--- src/rtl/battle_pkg.sv ---
// Shared types and constants for the battle engine: FSM states, USB
// keycodes for the WASD/ENTER controls and the move-grid geometry.
package battle_pkg;

  typedef enum logic [3:0] {
    WAIT,
    LOAD,
    SELECT,
    ORDER,
    ATTACK1,
    ATTACK2,
    END_TURN,
    WIN,
    LOSE
  } state_t;

  localparam logic [7:0] KEY_W     = 8'h1A;
  localparam logic [7:0] KEY_A     = 8'h04;
  localparam logic [7:0] KEY_S     = 8'h16;
  localparam logic [7:0] KEY_D     = 8'h07;
  localparam logic [7:0] KEY_ENTER = 8'h28;

  // Moves are laid out on a grid with this many columns.
  localparam int GRID_COLS = 2;

endpackage

--- src/rtl/battle_engine_key_press.sv ---
// Key edge detector: a press is a nonzero keycode that differs from the
// keycode seen on the previous cycle, so a held key yields one pulse.
module key_press (
  input  logic       Clk,
  input  logic       Reset,
  input  logic [7:0] keycode,
  output logic       press,
  output logic [7:0] key
);

  logic [7:0] prev;

  // Remember last cycle's keycode for edge detection.
  always_ff @(posedge Clk) begin
    if (Reset) prev <= 8'd0;
    else       prev <= keycode;
  end

  assign press = (keycode != 8'd0) && (keycode != prev);
  assign key   = keycode;

endmodule

--- src/rtl/battle_engine.sv ---
// Turn-based battle controller: loads both teams' HP from an external
// stats table, lets the player pick a move on a grid, orders attacks by
// speed, applies externally computed damage and tracks faints until one
// side is wiped out.
module battle_engine
  import battle_pkg::*;
#(
  parameter int TEAM_SIZE  = 3,
  parameter int MOVE_SLOTS = 4,
  parameter int HP_W       = 8
) (
  input  logic                          Clk,
  input  logic                          Reset,
  input  logic                          is_battle,
  input  logic [7:0]                    keycode,
  input  logic [TEAM_SIZE*3-1:0]        team,
  input  logic [TEAM_SIZE*3-1:0]        enemy_team,
  output logic [2:0]                    load_id,
  input  logic [HP_W-1:0]               load_hp,
  input  logic [7:0]                    player_speed,
  input  logic [7:0]                    enemy_speed,
  input  logic [HP_W-1:0]               player_dmg,
  input  logic [HP_W-1:0]               enemy_dmg,
  output logic [$clog2(MOVE_SLOTS)-1:0] move_index,
  output logic [$clog2(TEAM_SIZE)-1:0]  my_cur,
  output logic [$clog2(TEAM_SIZE)-1:0]  enemy_cur,
  output logic [2:0]                    enemy_cur_id,
  output logic [HP_W-1:0]               my_hp,
  output logic [HP_W-1:0]               enemy_hp,
  output logic                          result,
  output logic                          end_battle
);

  localparam int MI_W  = $clog2(MOVE_SLOTS);
  localparam int CUR_W = $clog2(TEAM_SIZE);
  localparam int LC_W  = $clog2(2 * TEAM_SIZE);

  localparam logic [LC_W-1:0]  LOAD_LAST = LC_W'(2 * TEAM_SIZE - 1);
  localparam logic [LC_W-1:0]  TS_LC     = LC_W'(TEAM_SIZE);
  localparam logic [CUR_W-1:0] CUR_LAST  = CUR_W'(TEAM_SIZE - 1);
  localparam logic [MI_W:0]    COLS_X    = (MI_W + 1)'(GRID_COLS);
  localparam logic [MI_W:0]    SLOTS_X   = (MI_W + 1)'(MOVE_SLOTS);

  state_t state;
  logic [LC_W-1:0]  cnt;
  logic             player_first;
  logic [HP_W-1:0]  p_hp  [TEAM_SIZE];
  logic [HP_W-1:0]  p_max [TEAM_SIZE];
  logic [HP_W-1:0]  e_hp  [TEAM_SIZE];
  logic [HP_W-1:0]  e_max [TEAM_SIZE];
  logic [2:0]       team_ids  [TEAM_SIZE];
  logic [2:0]       enemy_ids [TEAM_SIZE];

  logic             press;
  logic [7:0]       key;
  logic             enter;
  logic             load_enemy;
  logic [CUR_W-1:0] load_slot;
  logic [MI_W:0]    idx_x;
  logic [HP_W-1:0]  p_hit;
  logic [HP_W-1:0]  e_hit;

  // Saturating damage: never below zero, never above the slot's max HP.
  function automatic logic [HP_W-1:0] apply_dmg(input logic [HP_W-1:0] hp,
                                                 input logic [HP_W-1:0] dmg,
                                                 input logic [HP_W-1:0] cap);
    logic [HP_W-1:0] r;
    r = (dmg >= hp) ? '0 : hp - dmg;
    return (r > cap) ? cap : r;
  endfunction

  key_press u_key (
    .Clk     (Clk),
    .Reset   (Reset),
    .keycode (keycode),
    .press   (press),
    .key     (key)
  );

  for (genvar g = 0; g < TEAM_SIZE; g++) begin : g_ids
    assign team_ids[g]  = team[g*3 +: 3];
    assign enemy_ids[g] = enemy_team[g*3 +: 3];
  end

  assign enter      = press && (key == KEY_ENTER);
  assign load_enemy = (cnt >= TS_LC);
  assign load_slot  = load_enemy ? CUR_W'(cnt - TS_LC) : cnt[CUR_W-1:0];
  assign load_id    = load_enemy ? enemy_ids[load_slot] : team_ids[load_slot];
  assign idx_x      = {1'b0, move_index};

  assign my_hp        = p_hp[my_cur];
  assign enemy_hp     = e_hp[enemy_cur];
  assign enemy_cur_id = enemy_ids[enemy_cur];
  assign p_hit        = apply_dmg(p_hp[my_cur], enemy_dmg, p_max[my_cur]);
  assign e_hit        = apply_dmg(e_hp[enemy_cur], player_dmg, e_max[enemy_cur]);

  // Battle FSM with all state, HP tables and pulse outputs registered.
  always_ff @(posedge Clk) begin
    if (Reset) begin
      state        <= WAIT;
      cnt          <= '0;
      my_cur       <= '0;
      enemy_cur    <= '0;
      move_index   <= '0;
      player_first <= 1'b0;
      result       <= 1'b0;
      end_battle   <= 1'b0;
      for (int i = 0; i < TEAM_SIZE; i++) begin
        p_hp[i]  <= '0;
        p_max[i] <= '0;
        e_hp[i]  <= '0;
        e_max[i] <= '0;
      end
    end else begin
      end_battle <= 1'b0;
      result     <= 1'b0;
      unique case (state)
        WAIT: begin
          if (is_battle) begin
            state <= LOAD;
            cnt   <= '0;
          end
        end
        LOAD: begin
          if (load_enemy) begin
            e_hp[load_slot]  <= load_hp;
            e_max[load_slot] <= load_hp;
          end else begin
            p_hp[load_slot]  <= load_hp;
            p_max[load_slot] <= load_hp;
          end
          if (cnt == LOAD_LAST) begin
            cnt        <= '0;
            my_cur     <= '0;
            enemy_cur  <= '0;
            move_index <= '0;
            state      <= SELECT;
          end else begin
            cnt <= cnt + LC_W'(1);
          end
        end
        SELECT: begin
          if (press) begin
            case (key)
              KEY_W:     if (idx_x >= COLS_X) move_index <= move_index - MI_W'(GRID_COLS);
              KEY_S:     if (idx_x + COLS_X < SLOTS_X) move_index <= move_index + MI_W'(GRID_COLS);
              KEY_A:     if (move_index[0]) move_index <= move_index - MI_W'(1);
              KEY_D:     if (!move_index[0]) move_index <= move_index + MI_W'(1);
              KEY_ENTER: state <= ORDER;
              default:   ;
            endcase
          end
        end
        ORDER: begin
          // Ties go to the enemy.
          player_first <= (player_speed > enemy_speed);
          state        <= ATTACK1;
        end
        ATTACK1: begin
          if (enter) begin
            if (player_first) begin
              e_hp[enemy_cur] <= e_hit;
              state <= (e_hit == '0) ? END_TURN : ATTACK2;
            end else begin
              p_hp[my_cur] <= p_hit;
              state <= (p_hit == '0) ? END_TURN : ATTACK2;
            end
          end
        end
        ATTACK2: begin
          if (enter) begin
            if (player_first) p_hp[my_cur]    <= p_hit;
            else              e_hp[enemy_cur] <= e_hit;
            state <= END_TURN;
          end
        end
        END_TURN: begin
          move_index <= '0;
          if (p_hp[my_cur] == '0) begin
            if (my_cur == CUR_LAST) begin
              state      <= LOSE;
              end_battle <= 1'b1;
            end else begin
              my_cur <= my_cur + CUR_W'(1);
              state  <= SELECT;
            end
          end else if (e_hp[enemy_cur] == '0) begin
            if (enemy_cur == CUR_LAST) begin
              state      <= WIN;
              end_battle <= 1'b1;
              result     <= 1'b1;
            end else begin
              enemy_cur <= enemy_cur + CUR_W'(1);
              state     <= SELECT;
            end
          end else begin
            state <= SELECT;
          end
        end
        WIN:     state <= WAIT;
        LOSE:    state <= WAIT;
        default: state <= WAIT;
      endcase
    end
  end

endmodule

--- config.mk ---
export PLATFORM = sky130hd
export DESIGN_NAME = battle_engine
export DESIGN_NICKNAME = d
export VERILOG_FILES = /design/src/rtl/battle_pkg.sv /design/src/rtl/battle_engine_key_press.sv /design/src/rtl/battle_engine.sv
export SDC_FILE = /design/constraint.sdc
export NUM_CORES = 1
export LEC_CHECK = 0
export CAP_MARGIN = 20
export CORE_MARGIN = 5
export CORE_UTILIZATION = 52
export DETAILED_ROUTE_END_ITERATION = 8
export PLACE_DENSITY_LB_ADDON = 0.05
export SLEW_MARGIN = 25
export SYNTH_ARGS = -nofsm -noshare
export SYNTH_HDL_FRONTEND = slang
export SYNTH_SLANG_ARGS = --single-unit
export TNS_END_PERCENT = 10
--- constraint.sdc ---
create_clock -name Clk -period 5.5 [get_ports Clk]
set_clock_uncertainty 0.1 [all_clocks]
set_input_delay 1.1 -clock Clk [delete_from_list [all_inputs] [get_ports Clk]]
set_output_delay 1.1 -clock Clk [all_outputs]
set_load 0.01 [all_outputs]
Yosys cells after proc, flatten, opt, wreduce, memory -nomap -nowiden. Memories as Yosys holds them, arrays and structs flattened. A register that Yosys moved wholly into a read port is not among the register bits. Index checks and enable logic that the tools add are counted.

Memories: 4. Flip-flop bits (word level): 24. Memory bits (writable): 96. Output and inout bits: 30. Bits of input ports: 69. Logic and storage cells: 201.

Memory list: e_hp (depth 3, bits a word 8, read ports 1, clocked after memory_dff 1, wr ports 3, line battle_engine.sv:49) `logic [HP_W-1:0] e_hp [TEAM_SIZE];`; e_max (depth 3, bits a word 8, read ports 1, clocked after memory_dff 1, wr ports 3, line battle_engine.sv:50) `logic [HP_W-1:0] e_max [TEAM_SIZE];`; p_hp (depth 3, bits a word 8, read ports 1, clocked after memory_dff 1, wr ports 3, line battle_engine.sv:47) `logic [HP_W-1:0] p_hp [TEAM_SIZE];`; p_max (depth 3, bits a word 8, read ports 1, clocked after memory_dff 1, wr ports 3, line battle_engine.sv:48) `logic [HP_W-1:0] p_max [TEAM_SIZE];`.

Mux-type cells: 105. $add $sub $neg: 11. Equal/unequal tests: 31. Magnitude comparators: 10. Reduce and logical (&&, ||, !) cells: 25. Bitwise operators: 5.

Operators with widths (number): 2-to-1 mux 8 bit (12); 2-to-1 mux 2 bit (29); OR reduction 8 bit (6); 2-to-1 mux 1 bit (36); 2-to-1 mux 4 bit (9); logical NOT 8 bit (4); 2-to-1 mux 3 bit (10); one-hot mux 4 bit (7 select lines) (1); greater-than comparator 8 bit (3); inequality test 2 bit, second input constant (11); binary-select mux 3 bit (select 2 bit) (3); equality test 8 x 3 -> 1 bit, second input constant (2); equality test 8 x 5 -> 1 bit, second input constant (2); >= comparator 8 bit (2); subtractor 8 bit (2); equality test 4 x 3 -> 1 bit, second input constant (3); inequality test 3 bit, second input constant (4); AND reduction 6 bit (2); equality test 4 x 2 -> 1 bit, second input constant (2); equality test 8 x 6 -> 1 bit, second input constant (1); inequality test 8 bit (1); one-hot mux 2 bit (2 select lines) (2); one-hot mux 2 bit (4 select lines) (1); AND reduction 8 bit (1); 29 further kinds (38).

Logic depth before layout (Yosys ltp). Gate-level depths: netlist (run 1).

Word-level depth: 10. Mapped depth: 21.

By module. A second synthesis (run 1) with hierarchy kept.

Cell total of the unflattened synthesis: 825. Area total of the unflattened synthesis: 9018.6 um^2.

By module, submodules not included: battle_engine (instances 1, area an instance 8645.8 um^2, cells an instance 788, sequential area each 4244.1 um^2); key_press (instances 1, area an instance 372.9 um^2, cells an instance 37, sequential area each 160.2 um^2).

Least setup slack after synthesis (run 1). No wires, ideal clock.

Kind: reg2reg. From: register (tool-made name). To: register state[0]. Buffers on the path: 3. Clock period less this slack: 5512 ps. Data required time: 5277 ps. Path slack: -12 ps. Arrival: 5290 ps. Setup time: 123 ps. Stages on the path, launching flop included: 20. Path through: dfxtp_1 -> buf_6 -> buf_1 -> mux4_2 -> ha_1 -> nand3_1 -> a211oi_1 -> mux2i_1 -> a2111oi_0 -> nor2_1 -> ha_1 -> nand4_1 -> nor2_1 -> a211oi_1 -> or2_2 -> clkbuf_1 -> mux2_2 -> or4_1 -> o211ai_1 -> a2bb2oi_1.

RTL lines: end signal: assignment (line battle_engine.sv:163) `state <= (e_hit == '0) ? END_TURN : ATTACK2;`; end signal: assignment (line battle_engine.sv:166) `state <= (p_hit == '0) ? END_TURN : ATTACK2;`; end: declaration (line battle_engine.sv:44) `state_t state;`.

Worst setup path after layout (run 1).
From: input port player_dmg[5]. To: register state[0].

Cells in the longest elaborated chain, start to end: 9.

RTL lines: start: declaration (line battle_engine.sv:22) `input logic [HP_W-1:0] player_dmg,`; subtractor 8 bit / >= comparator 8 bit (equally long branches) (line battle_engine.sv:68) `r = (dmg >= hp) ? '0 : hp - dmg;`; 2-to-1 mux 8 bit * (line battle_engine.sv:68); greater-than comparator 8 bit (line battle_engine.sv:69) `return (r > cap) ? cap : r;`; 2-to-1 mux 8 bit * (line battle_engine.sv:69); logical NOT 8 bit * (line battle_engine.sv:163); 2-to-1 mux 2 bit * (line battle_engine.sv:163); 2-to-1 mux 2 bit * (line battle_engine.sv:161) `if (player_first) begin`; 2-to-1 mux 4 bit * (line battle_engine.sv:160) `if (enter) begin`; one-hot mux 4 bit (7 select lines) * (line battle_engine.sv:117) `unique case (state)`.

Every way passes the cells marked *; elsewhere a longest branch is shown, timed or not. The select of a mux whose other input is x is not followed. A chain may end at the register's enable or synchronous reset.

==> results.toml, run 1 <==
[route]
vias_per_cell = 5.748
ant_nets = 0
wl_per_cell_um = 18.50
routed_wl_um = 22370
vias = 6949
route.detailed.drc = 0
drtIter0Drc = 518
drtPass1Iterations = 4

[grt]
antenna_found_initial = 0
grtUsageTotal_pct = 22.70
grt_pass1_vias = 6886
overflow = 0
grt_pass1_wl_um = 35690
grt_max_degree = 27

[synthesis]
yosysWarningCount = 0
ys_seq_area_share_pct = 48.92
synthTopCellsByArea = "edfxtp_1, mux4_2, ha_1"
syn_area_um2 = 9004
synth_common_cells = "edfxtp_1, nor2_1, inv_1, nand2_1, and2_1"
synth_top_cell_area_share_pct = 42.69
yosysMostFrequentCell = "edfxtp_1"
synth.avg_cell_area_um2 = 10.77
synth_top_area_cell = "edfxtp_1"
synth_flop_cell = "edfxtp_1"
synth_cell_type_count = 68
ys_async_sr_fraction_pct = 0
synth_edf_count = 128
synth_seq_cells = 156
synth_cells = 836

[clocking]
cts_sinks = 156
insertion_delay_ns = 0.43
clockBufferDepth = 2
clkSlewWorstSetupHoldPaths_ns = 0.06
post_cts_buffers = 0
cts_tree = "done"
cts_inserted_buffers = 17
root_buffer = "clkbuf_16"
cts_max_level = 4

[timing]
period_minus_slack_ns = 5.102
rsz0062_at_grt = "no"
hold_viol = 0
worst_pin_slew_ns = 0.8662
period_share_pct = 92.76
finalSetupViolCount = 0
finalWorstSetupSlack_ns = 0.3980
drv_slew = 0
fmax_ghz = 0.1960
relSlewSlack_pct = 41.99
setup_tns_ns = 0

[pwr]
p_total_mw = 3.477
power_density_nw_per_um2 = 313.7
p_leak_nw = 4.276
peakVddDrop_mv = 0.2219

[critical_path]
critical_path_class = "input pin to flop"
crit_fanout = 5
max_stage_delay_ns = 0.61
start_kind = "input pin"
crit_arrival_ns = 5.32
critPathSlowestCell = "or4_1"
endpoint_kind = "flop"
cp_cell_sequence = "clkdlybuf4s50_1, inv_1, ha_1, nand3_1, a211oi_1, mux2i_1, a2111oi_2, buf_4, nor2_1, ha_1, nand4_1, nor2_1, a21oi_1, or2_2, mux2_2, or4_1, o211ai_1, a2bb2oi_1"
worst_ep_required_time_ns = 5.71

[flow_run]
max-cap-violations = 0

[floorplan]
die_height_um = 141.6
die_width_um = 141.6
ios = 99
core_area_um2 = 17120
dieArea_um2 = 20050
initial_utilization_pct = 52.60
rows = 48

[cells_and_area]
fin_util_pct = 64.77
insertedDiodeCount = 0
drive_gt1_share_pct = 12.80
final_net_count = 1087
finalInstanceArea_um2 = 11090
syn2layout_area_growth_pct = 23.14

[min_path]
hp-class = "flop to flop"

[placement]
place.gp.congestion = 0.8904
placedInstanceArea_um2 = 10470
hpwl_um = 17040
dpl_worst_slack_ns = -0.1954
port_buffers = 98

[outcome]
run_status = "completed"
logic make-up (layout without fill, tap and decap cells):
group	Yosys count	count (layout)	synth area share, %
other cells	1	8	0.04165
simple gates	314	314	17.91
flops	156	156	48.92
fa+ha+maj	47	47	6.698
mux	51	51	10.05
compound gates	152	152	10.52
xor+xnor	16	16	1.556
buf+inv	99	240	4.308
state kept, by name (all words and copies together), names as in the netlist, 2 cells and up, named ones only:
name        count
state           4
p_max          32
e_hp           32
e_max          32
enemy_cur       2
cnt             3
my_cur          2
p_hp           32
u_key.prev      8
move_index      2
worst paths after layout:
path                  from             to  slack, ns  depth (start not counted)
max          player_dmg[5]       state[0]       0.40                         18
max reg2reg           flop       state[0]       0.40                         18
min reg2reg  move_index[0]  move_index[0]       0.42                          2
min          move_index[0]  move_index[0]       0.42                          2
metrics by stage:
| stage | hold WS, ns | instances |
|---|---|---|
| global route | 0.4488 | 1209 |
| finish | 0.4212 | 1209 |
| CTS | 0.4160 | 1209 |
| global placement | 0.3938 | 1177 |
| detailed placement | 0.3947 | 1177 |
| floorplan | 0.4026 | 843 |
final cells by class:
cell class,count,area [um2]
Clock buffer,17,425.4
Clock inverter,15,176.4
Fill cell,1371,6030
Inverter,69,259.0
Multi-Input combinational cell,588,4252
Sequential cell,156,4404
Tap cell,225,281.5
Timing Repair Buffer,139,1289
power breakdown:
part           internal (mW)  switching (mW)  leakage, nW
registers               1.35          0.0435         1.52
logic                  0.400           0.486         2.47
clock network          0.686           0.510        0.295
total                   2.44            1.04         4.28
critical path, delay by kind of cell:
family,cells,cell delay [ns]
AOI/OAI and AO/OA,5,1.02
and+or+nand+nor,6,1.40
adders and majority gates,2,0.66
muxes,2,0.44
buffers and inverters,3,0.69
routing by layer:
metal / global-route usage, % / part of all wire [%] / up-vias
met4: 6.566 / 1.7 / 0
met1: 31.06 / 45 / 3390
met2: 37.87 / 49 / 217
met5: 0 / 0 / -
li1: - / - / 3312
met3: 3.337 / 4.7 / 30
what timing repair did:
action,CTS,global route
resized for setup,0,3
setup endpoints to repair,0,6
hold buffers,0,0
placed cells by master, fill, tap and decap left out, drive strengths merged, types with 4 or more instances in the layout:
cell / synthesis / layout
xnor2: 12 / 12
o211ai: 13 / 13
mux4: 30 / 30
clkdlybuf4s50: 0 / 98
a21o: 5 / 5
o21a: 5 / 5
edfxtp: 128 / 128
or3: 11 / 11
mux2i: 15 / 15
mux2: 6 / 6
nor2b: 14 / 14
nand2: 54 / 54
nor2: 99 / 99
or4: 6 / 6
clkbuf: 21 / 17
nor3: 19 / 19
and2: 49 / 49
ha: 45 / 45
a211oi: 4 / 4
buf: 9 / 41
o21ai: 41 / 41
nand3: 8 / 8
xor2: 4 / 4
dfxtp: 28 / 28
conb: 1 / 8
and3: 6 / 6
a31oi: 8 / 8
a21oi: 46 / 46
inv: 69 / 78
or2: 13 / 13
nor4: 4 / 4
nand2b: 11 / 11
nand4: 10 / 10
(Power assumes the default switching activity.)
==> run 2: changes to the inputs <==
--- a/config.mk
+++ b/config.mk
@@ -6,8 +6,10 @@
 export NUM_CORES = 1
 export LEC_CHECK = 0
 export CAP_MARGIN = 20
+export CELL_PAD_IN_SITES_DETAIL_PLACEMENT = 0
+export CELL_PAD_IN_SITES_GLOBAL_PLACEMENT = 1
 export CORE_MARGIN = 5
-export CORE_UTILIZATION = 52
+export CORE_UTILIZATION = 41
 export DETAILED_ROUTE_END_ITERATION = 8
 export PLACE_DENSITY_LB_ADDON = 0.05
 export SLEW_MARGIN = 25
==> run 2 against run 1 <==
  * Final cell count grew 4.1%
  * Count of clock-buffer cells in the layout rose by 1
  * Maximum frequency shrank 0.20%
  * Final area is essentially flat
  * Sequential share of layout area about the same
  * Die area rose by 25%
  * Core utilization fell by 14 points
  * Critical path type unchanged
  * Critical endpoint is now state[1]
  * Highest routed layer unchanged
==> results.toml, run 2 (same netlist as run 1, synthesis figures left out) <==
[outcome]
run_status = "completed"

[clocking]
ctsHoldBuffers = 0
clockBufferDepth = 2
insertion_delay_ns = 0.43
cts_tree = "done"
root_buffer = "clkbuf_16"
post_cts_buffers = 0
cts_sinks = 156
cts_resized = 0
clkSlewWorstSetupHoldPaths_ns = 0.07
cts_inserted_buffers = 17
cts_max_level = 4

[critical_path]
reg2reg_setup_slack_ns = 0.41
reg2reg_depth = 20
critical_path_class = "input pin to flop"
rr_endpoint = "state[1]"
start_kind = "input pin"
endpoint = "state[1]"
endpoint_kind = "flop"
cp-startpoint = "player_dmg[5]"
worst_ep_required_time_ns = 5.71
crit_arrival_ns = 5.33
crit_fanout = 6

[pwr]
power_density_nw_per_um2 = 309.5
p_comb_share_pct = 25.4
p_sw_share_pct = 30.52
power.share.clock_pct = 33.9
peakVddDrop_mv = 0.1606
p_int_mw = 2.382
p_leak_nw = 4.227
switchingPower_mw = 1.046
p_total_mw = 3.428
p_seq_share_pct = 40.7

[cells_and_area]
syn2layout_area_growth_pct = 23.04
finalInstanceArea_um2 = 11080
layout_common_cells = "edfxtp_1, nor2_1, clkdlybuf4s50_1, inv_1, nand2_1"
insertedDiodeCount = 0
fin_cells = 1259
drive_gt1_share_pct = 11.95
final_common_cell = "edfxtp_1"
final_net_count = 1082

[timing]
rsz0062_at_grt = "no"
relSlewSlack_pct = 35.30
setup_tns_ns = 0
worst_pin_slew_ns = 0.9660
finalSetupViolCount = 0
period_share_pct = 92.95
period_minus_slack_ns = 5.112
fmax_ghz = 0.1956
drv_slew = 0
hold_viol = 0

[route]
wl_per_cell_um = 18.68
vias = 6857
drtPass1Iterations = 5
drtIter0Drc = 479
routed_wl_um = 23520
route.detailed.drc = 0
ant_nets = 0
vias_per_cell = 5.446

[floorplan]
dieArea_um2 = 25020
ios = 99
core_area_um2 = 21760
rows = 54
die_height_um = 158.2
die_width_um = 158.2
initial_utilization_pct = 41.38

[flow_run]
max-cap-violations = 0

[grt]
gr-usage-met3_pct = 3.308
overflow = 0
grtUsageMet1_pct = 26.65
grt_pass1_wl_um = 37080
grt_max_degree = 24
antenna_found_initial = 0
top_usage_layer = "met2"
use_met2_pct = 31.89
grt_pass1_vias = 6881
grtUsageTotal_pct = 19.24

[placement]
placedCellCount = 1227
placedInstanceArea_um2 = 10500
hpwl_um = 17740
port_buffers = 98
place.gp.congestion = 0.8591

[min_path]
hp-class = "flop to flop"
whs_path_depth = 2
min-delay-start = "move_index[0]"
-- run 2: critical path, cell delays in order --
cell and delay, ns:
clkdlybuf4s50_1 0.45, inv_1 0.04, ha_1 0.34, nand3_1 0.13
a211oi_1 0.27, mux2i_1 0.12, a2111oi_0 0.41, buf_4 0.19
nor2_1 0.04, ha_1 0.33, buf_4 0.14, a21oi_1 0.13
a21oi_1 0.09, or2_2 0.31, buf_4 0.16, o41ai_1 0.45
buf_4 0.22, nand2b_1 0.10, o21ai_1 0.06, a22o_1 0.23
-- run 2: how the worst min path moves through the flow --
stage	slack [ns]	endpoint
detailed placement	0.39	move_index[0]
floorplan	0.40	move_index[0]
finish	0.40	move_index[0]
global placement	0.40	move_index[0]
CTS	0.40	move_index[0]
global route	0.43	move_index[0]
-- run 2: routing by layer --
layer | part of all wire [%] | vias to the layer above
li1 | - | 3310
met1 | 46 | 3368
met2 | 48 | 168
met3 | 4.9 | 11
met4 | 0.79 | 0
met5 | 0 | -
-- run 2: area by class of cell --
class | count | area (um2)
clock buffers | 18 | 429.2
clock inverters | 14 | 146.4
fillers | 1956 | 10680
inverters | 69 | 259.0
multi-input cells | 588 | 4238
flip-flops and latches | 156 | 4404
well taps | 280 | 350.3
repair buffers | 134 | 1251
-- run 2: stage by stage --
stage                     hold slack, ns  util (%)  worst slack (ns)
final                             0.4006     50.92            0.3878
after global routing              0.4273     50.92            0.1325
after CTS                         0.3991     50.92            0.4223
after detailed placement          0.3885     48.27         -0.001692
after global placement            0.3958     48.27           0.05344
after floorplan                   0.4026         -            0.2068
-- run 2: power groups by stage --
stage	combinational (mW)	sequential, mW	clock [mW]
final	0.871	1.39	1.16
after global routing	0.967	1.40	1.23
after CTS	0.874	1.39	1.18
after detailed placement	0.869	1.42	0
after global placement	0.856	1.41	0
after floorplan	0.572	1.39	0
